File: config.mk
export PLATFORM = sky130hd
export DESIGN_NAME = dmem_wb_arbiter
export DESIGN_NICKNAME = d
export VERILOG_FILES = /design/src/rtl/dmem_wb_arbiter.sv
export SDC_FILE = /design/constraint.sdc
export NUM_CORES = 1
export LEC_CHECK = 0
export ABC_CLOCK_PERIOD_IN_PS = 1700
export BUFFER_PORTS_ARGS = -buffer_cell sky130_fd_sc_hd__clkbuf_2
export CORE_AREA = 2 2 123 125
export DETAILED_ROUTE_END_ITERATION = 7
export DIE_AREA = 0 0 125 127
export PLACE_DENSITY_LB_ADDON = 0.15
export SYNTH_ARGS = -nofsm -noshare
export SYNTH_HDL_FRONTEND = slang
export SYNTH_SLANG_ARGS = --single-unit
File: constraint.sdc
create_clock -name clk_i -period 1.7 [get_ports clk_i]
set_input_delay 0.17 -clock clk_i [delete_from_list [all_inputs] [get_ports clk_i]]
set_output_delay 0.17 -clock clk_i [all_outputs]
set_load 0.005 [all_outputs]
File: src/rtl/dmem_wb_arbiter.sv
// Two-master Wishbone arbiter/sequencer for the single-ported data memory.
// Each transfer runs IDLE -> ISSUE -> RESP so the slave's registered read data lines up with the master ack.
module dmem_wb_arbiter #(
  parameter int unsigned DEPTH = 1024
) (
  input  logic        clk_i,
  input  logic        reset_n,
  // master 0: core load/store port
  input  logic        m0_cyc_i,
  input  logic        m0_stb_i,
  input  logic        m0_we_i,
  input  logic [31:0] m0_adr_i,
  input  logic [3:0]  m0_sel_i,
  input  logic [31:0] m0_dat_i,
  output logic [31:0] m0_dat_o,
  output logic        m0_ack_o,
  output logic        m0_err_o,
  // master 1: DMA/debug port
  input  logic        m1_cyc_i,
  input  logic        m1_stb_i,
  input  logic        m1_we_i,
  input  logic [31:0] m1_adr_i,
  input  logic [3:0]  m1_sel_i,
  input  logic [31:0] m1_dat_i,
  output logic [31:0] m1_dat_o,
  output logic        m1_ack_o,
  output logic        m1_err_o,
  // data memory slave
  output logic        s_cyc_o,
  output logic        s_stb_o,
  output logic        s_we_o,
  output logic [31:0] s_adr_o,
  output logic [3:0]  s_sel_o,
  output logic [31:0] s_dat_o,
  input  logic [31:0] s_dat_i,
  input  logic        s_ack_i
);

  typedef enum logic [1:0] {
    ST_IDLE  = 2'd0,
    ST_ISSUE = 2'd1,
    ST_RESP  = 2'd2
  } state_t;

  state_t      r_state;
  state_t      w_state_nxt;

  logic        r_gnt;
  logic        r_prio;
  logic        r_err_pending;
  logic        r_we;
  logic [31:0] r_adr;
  logic [3:0]  r_sel;
  logic [31:0] r_dat;
  logic        r_proto_fault;

  logic        w_req0;
  logic        w_req1;
  logic        w_any_req;
  logic        w_win;
  logic        w_win_we;
  logic [31:0] w_win_adr;
  logic [3:0]  w_win_sel;
  logic [31:0] w_win_dat;
  logic        w_oor;
  logic        w_idle;
  logic        w_issue;
  logic        w_resp;
  logic        w_gnt_cyc;
  logic        w_ack;
  logic        w_err;
  logic [31:0] w_rdat;
  logic        w_unused;

  assign w_req0    = m0_cyc_i & m0_stb_i;
  assign w_req1    = m1_cyc_i & m1_stb_i;
  assign w_any_req = w_req0 | w_req1;

  // A lone requester always wins; on contention the round-robin pointer decides.
  assign w_win     = (w_req0 & w_req1) ? r_prio : w_req1;
  assign w_win_we  = w_win ? m1_we_i  : m0_we_i;
  assign w_win_adr = w_win ? m1_adr_i : m0_adr_i;
  assign w_win_sel = w_win ? m1_sel_i : m0_sel_i;
  assign w_win_dat = w_win ? m1_dat_i : m0_dat_i;
  assign w_oor     = ({6'd0, w_win_adr[27:2]} >= DEPTH);

  assign w_idle  = (r_state == ST_IDLE);
  assign w_issue = (r_state == ST_ISSUE);
  assign w_resp  = (r_state == ST_RESP);

  // NOTE: every variable driven here gets a default first, so no path can leave it unassigned and infer a latch.
  always_comb begin
    w_state_nxt = r_state;
    unique case (r_state)
      ST_IDLE:  if (w_any_req) w_state_nxt = w_oor ? ST_RESP : ST_ISSUE;
      ST_ISSUE: w_state_nxt = ST_RESP;
      ST_RESP:  w_state_nxt = ST_IDLE;
      default:  w_state_nxt = ST_IDLE;
    endcase
  end

  // NOTE: state is updated with non-blocking assignments so every register samples pre-edge values.
  always_ff @(posedge clk_i or negedge reset_n) begin
    if (!reset_n) begin
      r_state       <= ST_IDLE;
      r_gnt         <= 1'b0;
      r_prio        <= 1'b0;
      r_err_pending <= 1'b0;
      r_we          <= 1'b0;
      r_adr         <= '0;
      r_sel         <= '0;
      r_dat         <= '0;
      r_proto_fault <= 1'b0;
    end else begin
      r_state <= w_state_nxt;
      if (w_idle && w_any_req) begin
        r_gnt         <= w_win;
        r_we          <= w_win_we;
        r_adr         <= w_win_adr;
        r_sel         <= w_win_sel;
        r_dat         <= w_win_dat;
        r_err_pending <= w_oor;
      end
      // Fairness advances on every finished transfer, even one whose master walked away.
      if (w_resp) r_prio <= ~r_gnt;
      if (w_issue && !s_ack_i) r_proto_fault <= 1'b1;
    end
  end

  // The protocol-fault flag is kept for debug visibility only.
  assign w_unused = r_proto_fault;

  assign s_cyc_o = w_issue;
  assign s_stb_o = w_issue;
  assign s_we_o  = w_issue & r_we;
  assign s_adr_o = w_issue ? r_adr : '0;
  assign s_sel_o = w_issue ? r_sel : '0;
  assign s_dat_o = w_issue ? r_dat : '0;

  // A master that dropped cyc mid-transfer gets no termination.
  assign w_gnt_cyc = r_gnt ? m1_cyc_i : m0_cyc_i;
  assign w_ack     = w_resp & ~r_err_pending & w_gnt_cyc;
  assign w_err     = w_resp &  r_err_pending & w_gnt_cyc;
  assign w_rdat    = (w_ack & ~r_we) ? s_dat_i : '0;

  assign m0_ack_o = w_ack & ~r_gnt;
  assign m0_err_o = w_err & ~r_gnt;
  assign m0_dat_o = r_gnt ? '0 : w_rdat;
  assign m1_ack_o = w_ack & r_gnt;
  assign m1_err_o = w_err & r_gnt;
  assign m1_dat_o = r_gnt ? w_rdat : '0;

endmodule

==> results.sh, run 1 <==
export IMPL_gr_total_overflow=0
export IMPL_seq_area_frac_synth_pct=41.71
export IMPL_clockRootBuffer="clkbuf_16"
export IMPL_synth_async_reset_ratio_pct=100.0
export IMPL_postSynthAreaPerCell_sq_um=9.097
export IMPL_antenna_found_initial=1
export IMPL_finalHoldViolations=0
export IMPL_grt_pass1_wl_mm=22.80
export IMPL_synth_main_ff_cell="dfrtp_1"
export IMPL_postRouteWirelength_mm=15.64
export IMPL_num_vias=4630
export IMPL_coreArea_sq_um=14420
export IMPL_required_ps=1530
export IMPL_register_area_sq_um=1852
export IMPL_intPower_mw=3.798
export IMPL_share_comb_of_total_power_pct=19.5
export IMPL_gp_congestion=0.9490
export IMPL_wl_per_cell_microns=15.46
export IMPL_clock_latency_ps=340
export IMPL_p_per_area_nw_per_um2=705.8
export IMPL_cts_sinks=74
export IMPL_cts_tree="done"
export IMPL_track_usage_pct=18.08
export IMPL_yosys_cell_count_top_type="and2_1"
export IMPL_p_switching_mw=1.449
export IMPL_period_minus_slack_ps=2018
export IMPL_dp_hpwl_mm=11.01
export IMPL_max_freq_mhz=495.6
export IMPL_synth_seq_cells=74
export IMPL_worst_pin_slew_ps=423.2
export IMPL_syn_area_sq_um=4439
export IMPL_htree_levels=3
export IMPL_multi_input_area_sq_um=2509
export IMPL_yosys_area_top_type="dfrtp_1"
export IMPL_end_kind="output pin"
export IMPL_fin_cells=1012
export IMPL_layout_drive_gt1_share_pct=52.72
export IMPL_drtAntennaViolNets=0
export IMPL_violations="negative setup slack"
export IMPL_port_buffers=314
export IMPL_grt_pass1_vias=4543
export IMPL_rows=44
export IMPL_setup_ws_ps=-317.9
export IMPL_cts_buffer_depth=2
export IMPL_vias_per_cell=4.575
export IMPL_hp_class="in2reg"
export IMPL_cp_max_fo=7
export IMPL_status="finished with violations"
export IMPL_drtIter0Drc=153
export IMPL_post_route_period_util_pct=118.7
export IMPL_drc_errors=0
export IMPL_seqPwrFrac_pct=43.7
export IMPL_max_slew_margin_pct=71.53
export IMPL_start_util_pct=30.78
export IMPL_cap_violations=0
export IMPL_die_area_sq_um=15880
export IMPL_clk_pin_slew_ps=60
export IMPL_dp_cells=966
export IMPL_synthTopCellsByCount="133 x and2_1, 74 x dfrtp_1, 72 x nand2_1, 71 x mux2i_1, 71 x o21ai_1"
export IMPL_start_kind="flip-flop"
export IMPL_fp_dieW_microns=125
export IMPL_cts_made_buffers=9
export IMPL_fin_util_pct=51.54
export IMPL_grt_setup_unrepaired="yes"
export IMPL_die_y_microns=127
export IMPL_skew_ps=8.665
export IMPL_yosysTopAreaCellShare_pct=41.71
export IMPL_final_max_slew_viol_count=0
export IMPL_grt_start_max_net_pins=93
export IMPL_synthTopCellsByArea="dfrtp_1 42%, and2_1 19%, mux2i_1 16%, o21ai_1 8.0%, nand2_1 6.1%"
export IMPL_irDropWorstVdd_mv=0.3981
export IMPL_power_leakage_nw=4.223
export IMPL_firstDrtPassIters=4
export IMPL_swShare_pct=27.62
export IMPL_yosysUniqueCellTypes=24
export IMPL_synth_warning_count=0
export IMPL_areaGrowthSynthToFinish_pct=67.47
export IMPL_fill_cells=1399
export IMPL_arrival_ps=1850
export IMPL_synth_cells=488
export IMPL_nets=999
export IMPL_syn_nets=665
export IMPL_synth_edf_count=0
export IMPL_clkPwrFrac_pct=36.7
export IMPL_setup_viol=134
export IMPL_path_class="reg2out"
export IMPL_pin_count=316
## logic make-up after synthesis
family	count (synthesis)	synth area share [%]
flops	74	41.71
simple gates	228	28.04
buf+inv	41	5.721
mux	71	16.01
compound gates	74	8.512
## layout by cell type, fill, tap and decap left out, types with 2 or more instances in the layout
cell type | Yosys | final
buf_6 | 9 | 51
clkbuf_16 | 0 | 14
buf_12 | 0 | 8
o21ai_1 | 71 | 71
nand4_1 | 2 | 2
nor2_1 | 4 | 2
mux2i_1 | 71 | 70
and2_4 | 0 | 49
clkbuf_2 | 1 | 245
nor4_1 | 8 | 8
clkinv_2 | 0 | 2
nor3_4 | 0 | 2
clkinv_4 | 0 | 3
dfrtp_1 | 74 | 74
buf_8 | 0 | 4
buf_4 | 8 | 17
buf_16 | 0 | 4
and2_1 | 133 | 84
nand2_1 | 72 | 72
buf_2 | 1 | 27
inv_1 | 2 | 2
## final timing paths
check	cells past startpoint	startpoint	end	slack, ps
max	8	r_state[0]$_DFFE_PN0P_	m1_dat_o[16]	-320
min	3	m1_dat_i[8]	r_dat[8]$_DFFE_PN0P_	100
max reg2reg	5	r_prio$_DFFE_PN0N_	r_sel[1]$_DFFE_PN0P_	130
min reg2reg	2	r_dat[20]$_DFFE_PN0P_	r_dat[20]$_DFFE_PN0P_	480
max in group asynchronous	3	reset_n	r_adr[8]$_DFFE_PN0P_	970
min in group asynchronous	2	reset_n	r_dat[4]$_DFFE_PN0P_	230
## worst max-delay path: stages (launching register included)
cell	delay, ps
dfrtp_1	370
and2b_2	230
buf_6	100
nand3_4	80
nor3_4	200
buf_12	150
clkbuf_16	140
and2_1	130
clkbuf_2	110
## registers in the layout, indices dropped and copies added (netlist names)
signal	flops
r_adr	32
r_dat	32
r_err_pending	1
r_gnt	1
r_prio	1
r_sel	4
r_state	2
r_we	1
## power by group through the flow
| stage | Clock (mW) | Sequential [mW] | Combinational [mW] |
|---|---|---|---|
| after CTS | 1.98 | 2.28 | 1.01 |
| after floorplan | 0 | 2.25 | 0.593 |
| after detailed placement | 0 | 2.30 | 0.976 |
| after global routing | 2.06 | 2.34 | 1.16 |
| after global placement | 0 | 2.29 | 0.947 |
| final | 1.93 | 2.29 | 1.02 |
## repair_timing
action | CTS | global route
hold buffers | 1 | 0
endpoints found under the hold margin | 46 | 0
buffers inserted | 11 | 7
cloned | 5 | 7
pin swaps | 2 | 26
resized for setup | 21 | 136
endpoints found under the setup margin | 80 | 152
## final cells by class
type | instances | area share (%)
Tap cell | 184 | 3.097
Clock buffer | 10 | 3.214
Clock inverter | 6 | 0.8920
Antenna cell | 1 | 0.03366
Timing Repair Buffer | 362 | 34.01
Inverter | 2 | 0.1010
Multi-Input combinational cell | 373 | 33.74
Sequential cell | 74 | 24.91
## stage by stage
step | power [mW] | instance area [sq um] | setup WS, ps | setup TNS (ps) | hold WS [ps]
4_1_cts | 5.269 | 6845 | -270.9 | -18710 | 91.49
3_3_place_gp | 3.235 | 6240 | 35.01 | 0 | 64.49
3_5_place_dp | 3.278 | 6240 | 23.60 | 0 | 62.75
2_1_floorplan | 2.843 | 4439 | 254.3 | 0 | -125.6
6_report | 5.247 | 7435 | -317.9 | -23360 | 101.8
5_1_grt | 5.560 | 7435 | -390.6 | -34520 | 109.4
## layer usage
metal	GRT usage, %	up-vias	share of wire [%]
li1	-	2294	-
met1	20.63	2136	39
met2	33.41	179	53
met3	4.188	21	6.1
met4	5.948	0	2.4
met5	0	-	0
Note: power is estimated with default switching activity, not from simulation.
==> run 2, diff against run 1 <==
--- a/config.mk
+++ b/config.mk
@@ -11,6 +11,7 @@
 export DETAILED_ROUTE_END_ITERATION = 7
 export DIE_AREA = 0 0 125 127
 export PLACE_DENSITY_LB_ADDON = 0.15
+export SKIP_CTS_REPAIR_TIMING = 1
 export SYNTH_ARGS = -nofsm -noshare
 export SYNTH_HDL_FRONTEND = slang
 export SYNTH_SLANG_ARGS = --single-unit
==> results.sh, run 2 (synthesized netlist as in run 1, its figures left out) <==
export IMPL_crit_buf_inv=2
export IMPL_path_class="reg2out"
export IMPL_setup_ws_ps=-286.1
export IMPL_end_kind="output pin"
export IMPL_p_per_area_nw_per_um2=701.1
export IMPL_worst_pin_slew_ps=487.0
export IMPL_hp_class="in2reg"
export IMPL_start_util_pct=30.78
export IMPL_clockRootBuffer="clkbuf_16"
export IMPL_die_area_sq_um=15880
export IMPL_cap_violations=0
export IMPL_track_usage_pct=16.81
export IMPL_final_cell_mix="244 x clkbuf_2, 74 x dfrtp_1, 72 x nand2_1"
export IMPL_clk_pin_slew_ps=60
export IMPL_cts_made_buffers=9
export IMPL_areaGrowthSynthToFinish_pct=67.95
export IMPL_skew_ps=7.542
export IMPL_fill_cells=1395
export IMPL_layout_drive_gt1_share_pct=54.09
export IMPL_firstDrtPassIters=4
export IMPL_coreArea_sq_um=14420
export IMPL_cts_buffer_depth=2
export IMPL_place_area_sq_um=6240
export IMPL_grt_pass1_vias=4369
export IMPL_arrival_ps=1820
export IMPL_nets=991
export IMPL_required_ps=1530
export IMPL_postRouteWirelength_mm=15.58
export IMPL_dp_hpwl_mm=11.01
export IMPL_max_slew_margin_pct=67.53
export IMPL_top_regs="r_adr (32), r_dat (32), r_sel (4)"
export IMPL_grt_pass1_wl_mm=21.51
export IMPL_final_max_slew_viol_count=0
export IMPL_setup_viol=133
export IMPL_max_freq_mhz=503.5
export IMPL_cp_max_fo=13
export IMPL_violations="negative setup slack"
export IMPL_gr_total_overflow=0
export IMPL_fp_dieW_microns=125
export IMPL_vias_per_cell=4.590
export IMPL_cp_slowest_cell="dfrtp_1"
export IMPL_pin_count=316
export IMPL_num_vias=4608
export IMPL_cts_sinks=74
export IMPL_grt_setup_unrepaired="yes"
export IMPL_wl_per_cell_microns=15.52
export IMPL_power_total_mw=5.227
export IMPL_post_route_period_util_pct=116.8
export IMPL_port_buffers=314
export IMPL_fin_area_sq_um=7456
export IMPL_cp_slowest_stage_delay_ps=390
export IMPL_fin_util_pct=51.69
export IMPL_antenna_found_initial=1
export IMPL_drtIter0Drc=153
export IMPL_gp_congestion=0.9490
export IMPL_whs_ps=102.8
export IMPL_drtAntennaViolNets=0
export IMPL_start_kind="flip-flop"
export IMPL_die_y_microns=127
export IMPL_irDropWorstVdd_mv=0.4014
export IMPL_critPathTopFamily="simple AND/OR/NAND/NOR gates"
export IMPL_timing_setup_tns_ps=-19620
export IMPL_status="finished with violations"
export IMPL_power_leakage_nw=4.198
export IMPL_grt_start_max_net_pins=93
export IMPL_clock_latency_ps=340
export IMPL_rows=44
export IMPL_drc_errors=0
export IMPL_htree_levels=3
export IMPL_final_common_cell="clkbuf_2"
export IMPL_path_cells="and2b_2, nand3_4, nor3_4, buf_6, and2_1, clkbuf_2"
export IMPL_cts_tree="done"
export IMPL_finalHoldViolations=0
export IMPL_period_minus_slack_ps=1986
==> run 2: metal layers <==
metal	routed length [microns]	up-vias	global-route usage (%)
met5	0	-	0
met4	414	0	6.275
met3	1003	23	4.188
li1	-	2276	-
met1	6045	2122	19.18
met2	8116	187	30.47
==> run 2: path summary, 6_finish.rpt <==
path | from | to | slack (ps) | depth (start not counted)
max | r_state[0]$_DFFE_PN0P_ | m1_dat_o[14] | -290 | 6
min | m1_adr_i[4] | r_adr[4]$_DFFE_PN0P_ | 100 | 3
max reg2reg | r_prio$_DFFE_PN0N_ | r_sel[1]$_DFFE_PN0P_ | 120 | 5
min reg2reg | r_adr[28]$_DFFE_PN0P_ | r_adr[28]$_DFFE_PN0P_ | 480 | 2
max in group asynchronous | reset_n | r_adr[8]$_DFFE_PN0P_ | 970 | 3
min in group asynchronous | reset_n | r_dat[4]$_DFFE_PN0P_ | 230 | 2
==> run 2: final cells by class <==
cell class	instances	area [sq um]	share of cell area, %
clock buffer	10	239.0	3.205
inverter	2	7.507	0.1007
tap	184	230.2	3.088
clock inverter	6	66.31	0.8894
multi-input combinational	373	2541	34.08
timing repair buffer	354	2517	33.76
antenna	1	2.502	0.03356
sequential	74	1852	24.84
==> run 2: per-stage QoR <==
stage	worst slack (ps)	cells
after floorplan	254.3	488
after global placement	35.01	966
after detailed placement	23.60	966
after CTS	-317.5	982
after global routing	-390.6	1004
final	-286.1	1004
==> run 2: worst min-delay path, cell delays in order <==
cell and delay (ps):
clkbuf_2 70, mux2i_1 50, o21ai_1 110
==> run 2: power by group <==
part / total [mW] / switching, mW / internal (mW)
sequential: 2.30 / 0.200 / 2.10
combinational: 0.991 / 0.500 / 0.491
clock: 1.93 / 0.754 / 1.18
total: 5.23 / 1.45 / 3.77
==> run 3, diff against run 2 <==
--- a/config.mk
+++ b/config.mk
@@ -10,7 +10,7 @@
 export CORE_AREA = 2 2 123 125
 export DETAILED_ROUTE_END_ITERATION = 7
 export DIE_AREA = 0 0 125 127
-export PLACE_DENSITY_LB_ADDON = 0.15
+export PLACE_DENSITY = 0.67
 export SKIP_CTS_REPAIR_TIMING = 1
 export SYNTH_ARGS = -nofsm -noshare
 export SYNTH_HDL_FRONTEND = slang
==> results.sh, run 3 (synthesized netlist as in run 1, its figures left out) <==
export IMPL_status="finished with violations"
export IMPL_violations="negative setup slack"
export IMPL_skew_ps=9.231
export IMPL_grt_start_max_net_pins=93
export IMPL_path_cells="and2b_2, nand3b_1, nor3_2, buf_12, and2_1, clkbuf_2"
export IMPL_htree_levels=3
export IMPL_drtIter0Drc=139
export IMPL_max_freq_mhz=520.1
export IMPL_setup_ws_ps=-222.8
export IMPL_cts_buffer_depth=2
export IMPL_wl_met2_mm=8.291
export IMPL_cp_max_fo=32
export IMPL_coreArea_sq_um=14420
export IMPL_nets=977
export IMPL_wl_met3_mm=1.001
export IMPL_required_ps=1530
export IMPL_start_kind="flip-flop"
export IMPL_layout_drive_gt1_share_pct=47.45
export IMPL_p_switching_mw=1.435
export IMPL_worst_pin_slew_ps=501.6
export IMPL_gp_congestion=0.8949
export IMPL_fin_util_pct=47.74
export IMPL_drtAntennaViolNets=0
export IMPL_irDropWorstVdd_mv=0.3537
export IMPL_areaGrowthSynthToFinish_pct=55.13
export IMPL_grt_setup_unrepaired="yes"
export IMPL_postRouteWirelength_mm=15.66
export IMPL_intPower_mw=3.726
export IMPL_clock_latency_ps=330
export IMPL_final_max_slew_viol_count=0
export IMPL_die_y_microns=127
export IMPL_wl_met1_mm=5.859
export IMPL_firstDrtPassIters=4
export IMPL_gr_total_overflow=0
export IMPL_clk_pin_slew_ps=60
export IMPL_seqPwrFrac_pct=44.1
export IMPL_clockRootBuffer="clkbuf_16"
export IMPL_post_route_period_util_pct=113.1
export IMPL_crit_buf_inv=2
export IMPL_swShare_pct=27.80
export IMPL_highest_layer="met4"
export IMPL_cp_slowest_stage_delay_ps=390
export IMPL_vias_per_cell=4.521
export IMPL_arrival_ps=1750
export IMPL_clkPwrFrac_pct=36.9
export IMPL_share_comb_of_total_power_pct=19.1
export IMPL_critPathTopFamily="simple AND/OR/NAND/NOR gates"
export IMPL_final_cell_mix="271 x clkbuf_2, 114 x and2_1, 74 x dfrtp_1"
export IMPL_grt_pass1_wl_mm=22.90
export IMPL_register_area_sq_um=1852
export IMPL_end_kind="output pin"
export IMPL_cap_violations=0
export IMPL_port_buffers=314
export IMPL_antenna_found_initial=3
export IMPL_dp_hpwl_mm=12.10
export IMPL_fp_dieW_microns=125
export IMPL_grt_pass1_vias=4266
export IMPL_max_slew_margin_pct=66.56
export IMPL_final_common_cell="clkbuf_2"
export IMPL_start_util_pct=30.78
export IMPL_fill_cells=1448
export IMPL_path_class="reg2out"
export IMPL_hp_class="in2reg"
export IMPL_cts_made_buffers=9
export IMPL_cts_tree="done"
export IMPL_num_vias=4485
export IMPL_track_usage_pct=18.48
export IMPL_wl_per_cell_microns=15.78
export IMPL_pre_cts_slack_ps=71.19
export IMPL_cts_sinks=74
export IMPL_drc_errors=0
export IMPL_period_minus_slack_ps=1923
export IMPL_power_total_mw=5.161
export IMPL_setup_viol=95
export IMPL_rows=44
export IMPL_multi_input_area_sq_um=2406
export IMPL_top_regs="r_adr (32), r_dat (32), r_sel (4)"
export IMPL_die_area_sq_um=15880
export IMPL_finalHoldViolations=0
export IMPL_cp_slowest_cell="dfrtp_1"
export IMPL_p_per_area_nw_per_um2=749.4
export IMPL_power_leakage_nw=3.972
export IMPL_pin_count=316
run 3: cell types whose count changed in the layout (fill, tap and decap cells not counted), moves of 6 or more:
cell	before	now
buf_6	64	20
buf_2	12	25
clkbuf_2	244	271
and2_4	65	19
buf_4	15	9
and2_1	68	114
run 3: final cells by class:
cell class | instances | area share (%)
Inverter | 2 | 0.1090
Clock buffer | 10 | 3.325
Sequential cell | 74 | 26.89
Antenna cell | 3 | 0.1090
Tap cell | 184 | 3.343
Clock inverter | 6 | 0.9448
Multi-Input combinational cell | 373 | 34.94
Timing Repair Buffer | 340 | 30.34
run 3: final timing paths:
check	from	to	slack (ps)	depth (start not counted)
worst min-delay path	m1_dat_i[1]	r_dat[1]$_DFFE_PN0P_	110	3
worst min register to register	r_dat[24]$_DFFE_PN0P_	r_dat[24]$_DFFE_PN0P_	470	2
worst max register to register	r_state[1]$_DFFE_PN0P_	r_dat[20]$_DFFE_PN0P_	90	6
max in group asynchronous	reset_n	r_gnt$_DFFE_PN0P_	750	3
worst max-delay path	r_state[0]$_DFFE_PN0P_	m0_dat_o[26]	-220	6
min in group asynchronous	reset_n	r_dat[6]$_DFFE_PN0P_	350	2
run 3: metrics by stage:
step | hold slack, ps | TNS [ps] | instance area (sq um) | std cells
floorplan | -125.6 | 0 | 4439 | 488
global route | 113.1 | -25360 | 6887 | 992
global placement | 162.9 | 0 | 6237 | 964
CTS | -191.5 | -14250 | 6531 | 980
detailed placement | 165.4 | 0 | 6237 | 964
finish | 108.2 | -12500 | 6887 | 992
run 3: tightest hold or removal path, delay by kind of cell:
kind,cells,cell delay [ps]
compound gates,1,110
buf+inv,1,70
mux,1,50
run 3: power groups by stage:
stage          Sequential [mW]  Clock (mW)  Combinational, mW
2_1_floorplan             2.25           0              0.593
3_3_place_gp              2.28           0              0.956
3_5_place_dp              2.30           0              0.981
4_1_cts                   2.27        1.95              0.980
5_1_grt                   2.33        2.04               1.13
6_report                  2.27        1.90              0.985
run 3: layer usage:
metal  vias up  track usage (%)
li1       2248                -
met5         -                0
met2       206            34.40
met1      2011            20.25
met4         0            7.778
met3        20            4.188
